## src/rtl/snn_input_loader.sv

```systemverilog
// snn_input_loader
//   Feeds the SNN core from the UART receiver. It collects a NUM_PIXELS-bit binary image,
//   arriving as bytes with the LSB first, into an internal bit buffer. It then pulses start,
//   serves the core's pixel reads during inference, and captures the core's digit/done result.
//
// Ports
//   clk, rst                    clock (rising edge), asynchronous active-high reset
//   rx_rdy, rx_data[7:0]        byte strobe/data from uart_rx; bit i = pixel 8*k+i of byte k
//   addr_input_unit[9:0]        core pixel read address
//   q_input                     registered pixel read (1-cycle latency, 0 when out of range)
//   start                       one-cycle pulse: image complete
//   core_done, core_digit[3:0]  inference finished / result from the core
//   busy                        high from start until core_done is accepted
//   result_vld, result_digit    result update pulse / last classified digit
//   ovf_err                     sticky: byte arrived while busy (cleared by rst only)
//   timeout_err                 pulse: partial image discarded after inter-byte idle limit
//
// Optional feature: define SNN_LOAD_TIMEOUT_EN to enable the inter-byte idle timeout.
// When it is undefined, timeout_err is tied low and a partial image waits indefinitely.

module snn_input_loader #(
    parameter int NUM_PIXELS     = 784,
    parameter int TIMEOUT_CYCLES = 500000
) (
    input  logic       clk,
    input  logic       rst,
    input  logic       rx_rdy,
    input  logic [7:0] rx_data,
    input  logic [9:0] addr_input_unit,
    output logic       q_input,
    output logic       start,
    input  logic       core_done,
    input  logic [3:0] core_digit,
    output logic       busy,
    output logic       result_vld,
    output logic [3:0] result_digit,
    output logic       ovf_err,
    output logic       timeout_err
);

    localparam int         NUM_BYTES = NUM_PIXELS / 8;
    localparam logic [6:0] LAST_BYTE = 7'(NUM_BYTES - 1);

    typedef enum logic [1:0] {S_LOAD, S_START, S_WAIT_DONE} state_t;

    state_t                state_q, state_d;
    logic [6:0]            byte_cnt_q, byte_cnt_d;
    logic [NUM_PIXELS-1:0] buf_q;
    logic                  wr_en;
    logic [6:0]            wr_idx;
    logic                  q_input_q;
    logic                  result_vld_q, result_vld_d;
    logic [3:0]            result_digit_q, result_digit_d;
    logic                  ovf_err_q, ovf_err_d;
    logic                  timeout_hit;

`ifdef SNN_LOAD_TIMEOUT_EN
    localparam logic [18:0] IDLE_LAST = 19'(TIMEOUT_CYCLES - 1);

    logic [18:0] idle_q, idle_d;
    logic        timeout_err_q;

    // Idle counter only runs while a partial image is pending.
    always_comb begin
        idle_d      = '0;
        timeout_hit = 1'b0;
        if (state_q == S_LOAD && byte_cnt_q != '0) begin
            if (idle_q == IDLE_LAST)
                timeout_hit = 1'b1;
            else if (!rx_rdy)
                idle_d = idle_q + 19'd1;
        end
    end

    always_ff @(posedge clk or posedge rst) begin
        if (rst) begin
            idle_q        <= '0;
            timeout_err_q <= 1'b0;
        end else begin
            idle_q        <= idle_d;
            timeout_err_q <= timeout_hit;
        end
    end

    assign timeout_err = timeout_err_q;
`else
    assign timeout_hit = 1'b0;
    assign timeout_err = 1'b0;
`endif

    // Next-state logic. On a timeout, a byte arriving in the same cycle
    // becomes byte 0 of a fresh image.
    always_comb begin
        state_d        = state_q;
        wr_idx         = timeout_hit ? 7'd0 : byte_cnt_q;
        byte_cnt_d     = wr_idx;
        wr_en          = 1'b0;
        result_vld_d   = 1'b0;
        result_digit_d = result_digit_q;
        ovf_err_d      = ovf_err_q;
        case (state_q)
            S_LOAD: begin
                if (rx_rdy) begin
                    wr_en = 1'b1;
                    if (wr_idx == LAST_BYTE) begin
                        byte_cnt_d = '0;
                        state_d    = S_START;
                    end else begin
                        byte_cnt_d = wr_idx + 7'd1;
                    end
                end
            end
            S_START: begin
                // The core is already committed to this image; treat late bytes as overflow.
                if (rx_rdy) ovf_err_d = 1'b1;
                state_d = S_WAIT_DONE;
            end
            S_WAIT_DONE: begin
                if (rx_rdy) ovf_err_d = 1'b1;
                if (core_done) begin
                    result_digit_d = core_digit;
                    result_vld_d   = 1'b1;
                    state_d        = S_LOAD;
                end
            end
            default: state_d = S_LOAD;
        endcase
    end

    always_ff @(posedge clk or posedge rst) begin
        if (rst) begin
            state_q        <= S_LOAD;
            byte_cnt_q     <= '0;
            q_input_q      <= 1'b0;
            result_vld_q   <= 1'b0;
            result_digit_q <= '0;
            ovf_err_q      <= 1'b0;
        end else begin
            state_q        <= state_d;
            byte_cnt_q     <= byte_cnt_d;
            q_input_q      <= (int'(addr_input_unit) < NUM_PIXELS) ? buf_q[addr_input_unit] : 1'b0;
            result_vld_q   <= result_vld_d;
            result_digit_q <= result_digit_d;
            ovf_err_q      <= ovf_err_d;
        end
    end

    // Image storage is deliberately not reset; a new image overwrites it byte by byte.
    always_ff @(posedge clk) begin
        if (wr_en) buf_q[{wr_idx, 3'b000} +: 8] <= rx_data;
    end

    assign q_input      = q_input_q;
    assign start        = (state_q == S_START);
    assign busy         = (state_q != S_LOAD);
    assign result_vld   = result_vld_q;
    assign result_digit = result_digit_q;
    assign ovf_err      = ovf_err_q;

endmodule
```

## config.mk

```make
export PLATFORM = sky130hd
export DESIGN_NAME = snn_input_loader
export DESIGN_NICKNAME = d
export VERILOG_FILES = /design/src/rtl/snn_input_loader.sv
export SDC_FILE = /design/constraint.sdc
export NUM_CORES = 1
export LEC_CHECK = 0
export BUFFER_PORTS_ARGS = -buffer_cell sky130_fd_sc_hd__buf_2
export CAP_MARGIN = 15
export CORE_ASPECT_RATIO = 0.8
export CORE_UTILIZATION = 55
export CTS_BUF_LIST = sky130_fd_sc_hd__clkbuf_8
export CTS_CLUSTER_DIAMETER = 100
export CTS_CLUSTER_SIZE = 24
export DETAILED_ROUTE_END_ITERATION = 7
export PLACE_DENSITY = 0.8
export SYNTH_ARGS = -nofsm -noshare
export SYNTH_HDL_FRONTEND = slang
export SYNTH_SLANG_ARGS = --single-unit
```

## constraint.sdc

```tcl
create_clock -name clk -period 3.5 [get_ports clk]
set_input_delay 0.525 -clock clk [delete_from_list [all_inputs] [get_ports clk]]
set_output_delay 0.525 -clock clk [all_outputs]
set_load 0.05 [all_outputs]
```

# == Yosys cells after proc, flatten, opt, wreduce, memory -nomap -nowiden ==
# Cells that the tools add are included.
# classes
shifts,2
addsub,2
eq_ne,6
n_reduce_logical,7
mux,13
magnitude_cmp,2
# op_table
operator,count
bitwise mux 784 bit,1
"variable shift 8 x 12 -> 784 bit, first input constant",1
variable part select 8 x 12 -> 784 bit,1
negation 10 -> 12 bit,1
"< comparator 10 x 11 -> 1 bit, second input constant",1
binary-select mux 1 bit (select 10 bit),1
"< comparator 10 bit, second input constant",1
"adder 7 x 1 -> 7 bit, second input constant",1
"equality test 7 bit, second input constant",1
two-way mux 7 bit,1
two-way mux 1 bit,6
two-way mux 2 bit,3
"inequality test 2 bit, second input constant",3
one-hot mux 2 bit (3 select lines),1
AND reduction 2 bit,3
AND reduction 3 bit,1
"equality test 2 x 1 -> 1 bit, second input constant",1
"equality test 2 bit, second input constant",1
logical NOT 2 bit,1
nonzero test 2 bit,1
OR reduction 2 bit,1
# word_totals
ff_bits,800
word_cells,39
input_bits,26
output_inout_bits,10

# == Longest topological paths before layout ==
# depth
word_depth,4
ltp_mapped,13
mapped_depth_nobuf,9

# == Worst setup path after synthesis ==
# Ideal clock, no wire load.
# synth_path
path_type,register -> register
start,"register, netlist name byte_cnt_q[0]"
end,register buf_q[776] (enable)
slack_ps,230
stages_incl_launch_ff,10
arrival_time_ps,2872
path_buffers,2
path_cell_list,dfrtp_1 > buf_2 > inv_1 > ha_1 > buf_2 > inv_1 > or4_1 > nand2_2 > nand2_2 > nor4b_1
# synth_lines
item,line,text
"end signal, assigned by index",150,"if (wr_en) buf_q[{wr_idx, 3'b000} +: 8] <= rx_data;"
"end, declared",48,logic [NUM_PIXELS-1:0] buf_q;

==> impl_metrics.py <==
metrics = {
    "outcome": {
        "status": "completed",
    },
    "cells_and_area": {
        "areaGrowthSynthToFinish_pct": 7.123,
        "nets": 2696,
        "drive_gt1_share_pct": 18.95,
        "fillers": 4793,
    },
    "route": {
        "vias": 23060,
        "wirelength_mm": 99.97,
        "ant_nets": 0,
        "first_pass_iters": 7,
        "wire_per_inst_um": 28.33,
        "first_iter_violations": 4053,
        "viasPerCell": 6.535,
        "drc": 0,
    },
    "global_route": {
        "grtUsageTotal_pct": 30.48,
        "antenna_found_initial": 3,
        "grt_pass1_vias": 22620,
        "grt_remaining_overflow": 0,
        "grt_max_degree": 49,
        "grt_first_pass_wirelength_mm": 145.4,
    },
    "worst_setup_path": {
        "critPathLaunch": "byte_cnt_q[1]",
        "start_kind": "register",
        "critPathMaxFanout": 11,
        "path_class": "register to register",
        "reg2regPathDepth": 7,
        "rr_startpoint": "byte_cnt_q[1]",
        "cp-end-kind": "register",
        "cp.required_ns": 3.83,
        "worstPathArrival_ns": 3.65,
        "endpoint": "buf_q[135]",
        "rrSetupSlack_ns": 0.18,
        "r2r_end": "buf_q[135]",
    },
    "clocking": {
        "cts.repair.resized": 0,
        "tritoncts": "built",
        "cts_inserted_buffers": 39,
        "clk_pin_slew_ns": 0.14,
        "cts_buffer_depth": 3,
        "cts.sinks": 800,
        "htree_levels": 2,
        "cts_root_buffer": "clkbuf_8",
        "clkLatencyLatePin_ns": 0.71,
        "post_cts_buffers": 0,
    },
    "pwr": {
        "p_leak_uw": 0.01209,
        "peakVddDrop_uv": 528.1,
        "p_per_area_mw_per_mm2": 539.2,
    },
    "logic_synthesis": {
        "ys_warn_count": 0,
        "syn_inst": 2589,
        "synth_top_area_share_pct": 65.70,
        "netlist_area_mm2": 0.03583,
        "synth_edf_count": 784,
        "yosys-top-cells-area": "edfxtp_1 (66%), mux4_2 (12%), nor2_1 (9.2%)",
        "avgSynthCellArea_um2": 13.84,
        "yosysSeqAreaShare_pct": 66.82,
        "syn_nets": 2624,
        "yosysTopAreaCell": "edfxtp_1",
        "synthArstFlopShare_pct": 2.000,
        "ys_ff_latch": 800,
        "synth.distinct_cells": 68,
        "yosys_most_used_dff": "edfxtp_1",
    },
    "floorplanning": {
        "die_h_um": 230.3,
        "rows": 83,
        "initial_utilization_pct": 55.74,
        "io_pins": 36,
        "core-area_mm2": 0.06428,
        "die-area_mm2": 0.06618,
        "die_width_um": 287.4,
    },
    "sta": {
        "relSlewSlack_pct": 12.56,
        "final_max_slew_viol_count": 0,
        "skew_ns": 0.06120,
        "setup_viol": 0,
        "finalHoldWorstSlack_ns": 0.07031,
        "grt_setup_unrepaired": "false",
        "tightest_slew_ns": 1.298,
        "finalCritPeriodShare_pct": 94.75,
        "setup_tns_ns": 0,
        "max_freq_mhz": 301.5,
        "layout_min_cycle_time_ns": 3.316,
        "hold_violations": 0,
    },
    "worst_hold_path": {
        "hp-class": "primary input to register",
    },
    "place": {
        "io_buffers": 34,
        "dp_hpwl_mm": 68.00,
        "globalplace.congestion": 0.9782,
    },
    "job": {
        "drv_cap": 0,
    },
}
==> cell usage after synthesis, types with 3 or more instances <==
master,count
nand4_1,12
mux2_2,19
mux2i_1,29
xnor2_1,3
edfxtp_1,784
nand2b_1,9
buf_2,61
o221ai_1,9
and2_1,52
clkbuf_1,110
a221oi_1,3
mux4_2,187
buf_1,13
dfrtp_1,16
and3_1,3
o21ai_0,17
nand3_1,35
nor3_1,10
a41oi_1,3
buf_6,6
nor2b_1,9
ha_1,9
nor2_1,875
buf_4,19
a22oi_1,31
a211oi_1,9
mux4_1,9
or3b_2,4
xor2_1,5
o22ai_1,11
nand2_1,146
inv_1,13
a21oi_1,21
==> routing by layer <==
| metal | global-route usage [%] | vias up | wire length [µm] |
|---|---|---|---|
| met3 | 10.73 | 324 | 16340 |
| met2 | 45.15 | 1752 | 44340 |
| met4 | 11.70 | 4 | 4454 |
| met5 | 0 | - | 33 |
| met1 | 41.53 | 11490 | 34800 |
| li1 | - | 9496 | - |
==> report_power, final <==
group | total, µW | leakage (µW) | internal [µW] | switching (µW)
Combinational | 6020 | 0.00420 | 1300 | 4710
Clock | 3900 | 0.000377 | 1100 | 2790
Sequential | 10800 | 0.00751 | 10700 | 73.9
==> what timing repair did <==
action	4_1_cts	5_1_grt
endpoints found under the setup margin	0	0
hold buffers	1	0
endpoints found under the hold margin	14	0
==> sequential cells by signal (all words and copies together) (netlist names) <==
name and count:
byte_cnt_q 7, result_vld 1, ovf_err 1, result_digit 4, buf_q 784, state_q 2, q_input 1
==> worst max-delay path: stages (launching register included) <==
cell	delay, ns
dfrtp_1	0.40
inv_1	0.10
ha_1	0.36
xnor2_1	0.15
a21oi_2	0.15
nor3b_1	0.63
nand3_1	0.51
nor2_1	0.67
==> through the flow <==
stage,cell area [µm²],cells,total power (µW),util (%),worst slack (ns)
3_5_place_dp,37730,3469,16740,58.70,0.3367
2_1_floorplan,35830,2589,14380,-,0.2303
3_3_place_gp,37730,3469,16590,58.70,0.4001
6_report,38380,3529,20700,59.71,0.1837
5_1_grt,38380,3526,21150,59.70,0.1050
4_1_cts,38380,3526,20420,59.70,0.3124
==> how the worst min path moves through the flow <==
| stage | end | depth (start not counted) | from |
|---|---|---|---|
| 6_report | result_digit[0] | 2 | core_digit[0] |
| 5_1_grt | result_digit[1] | 2 | core_digit[1] |
| 4_1_cts | result_digit[0] | 2 | core_digit[0] |
| 3_5_place_dp | ovf_err | 1 | ovf_err |
| 3_3_place_gp | ovf_err | 1 | ovf_err |
| 2_1_floorplan | byte_cnt_q[0] | 1 | rst |
==> area by class of cell <==
class / count / area (µm²) / area share, %
tap: 850 / 1064 / 2.771
timing repair buffer: 244 / 1882 / 4.903
sequential: 800 / 23940 / 62.38
clock buffer: 41 / 564.3 / 1.470
multi-input combinational: 1562 / 10800 / 28.14
antenna: 3 / 7.507 / 0.01956
inverter: 14 / 52.55 / 0.1369
clock inverter: 15 / 68.82 / 0.1793
==> cells by family after synthesis <==
kind of cell	after synthesis	synth area share, %
AO/OA/AOI/OAI	125	2.458
multiplexers	244	13.82
other	1	0.01047
AND/OR/NAND/NOR	1175	13.34
buffers and inverters	227	3.038
adder cells (fa/ha/maj)	9	0.3143
flip-flops	800	66.82
XOR/XNOR	8	0.1956
==> placed cells by master (no fill, tap or decap), types with 3 or more instances in the layout <==
cell / n
a211oi_1: 9
a21oi_1: 21
a221oi_1: 3
a22oi_1: 31
a41oi_1: 3
and2_1: 52
and3_1: 3
buf_12: 9
buf_2: 32
buf_4: 200
clkbuf_8: 41
dfrtp_1: 16
diode_2: 3
edfxtp_1: 784
ha_1: 9
inv_1: 27
mux2_2: 19
mux2i_1: 29
mux4_1: 9
mux4_2: 187
nand2_1: 145
nand2_2: 3
nand2b_1: 9
nand3_1: 35
nand4_1: 12
nor2_1: 875
nor2b_1: 9
nor3_1: 10
o21ai_0: 17
o221ai_1: 9
o22ai_1: 11
or3b_2: 4
xnor2_1: 3
xor2_1: 5
Power figures use the tool's default switching activity.
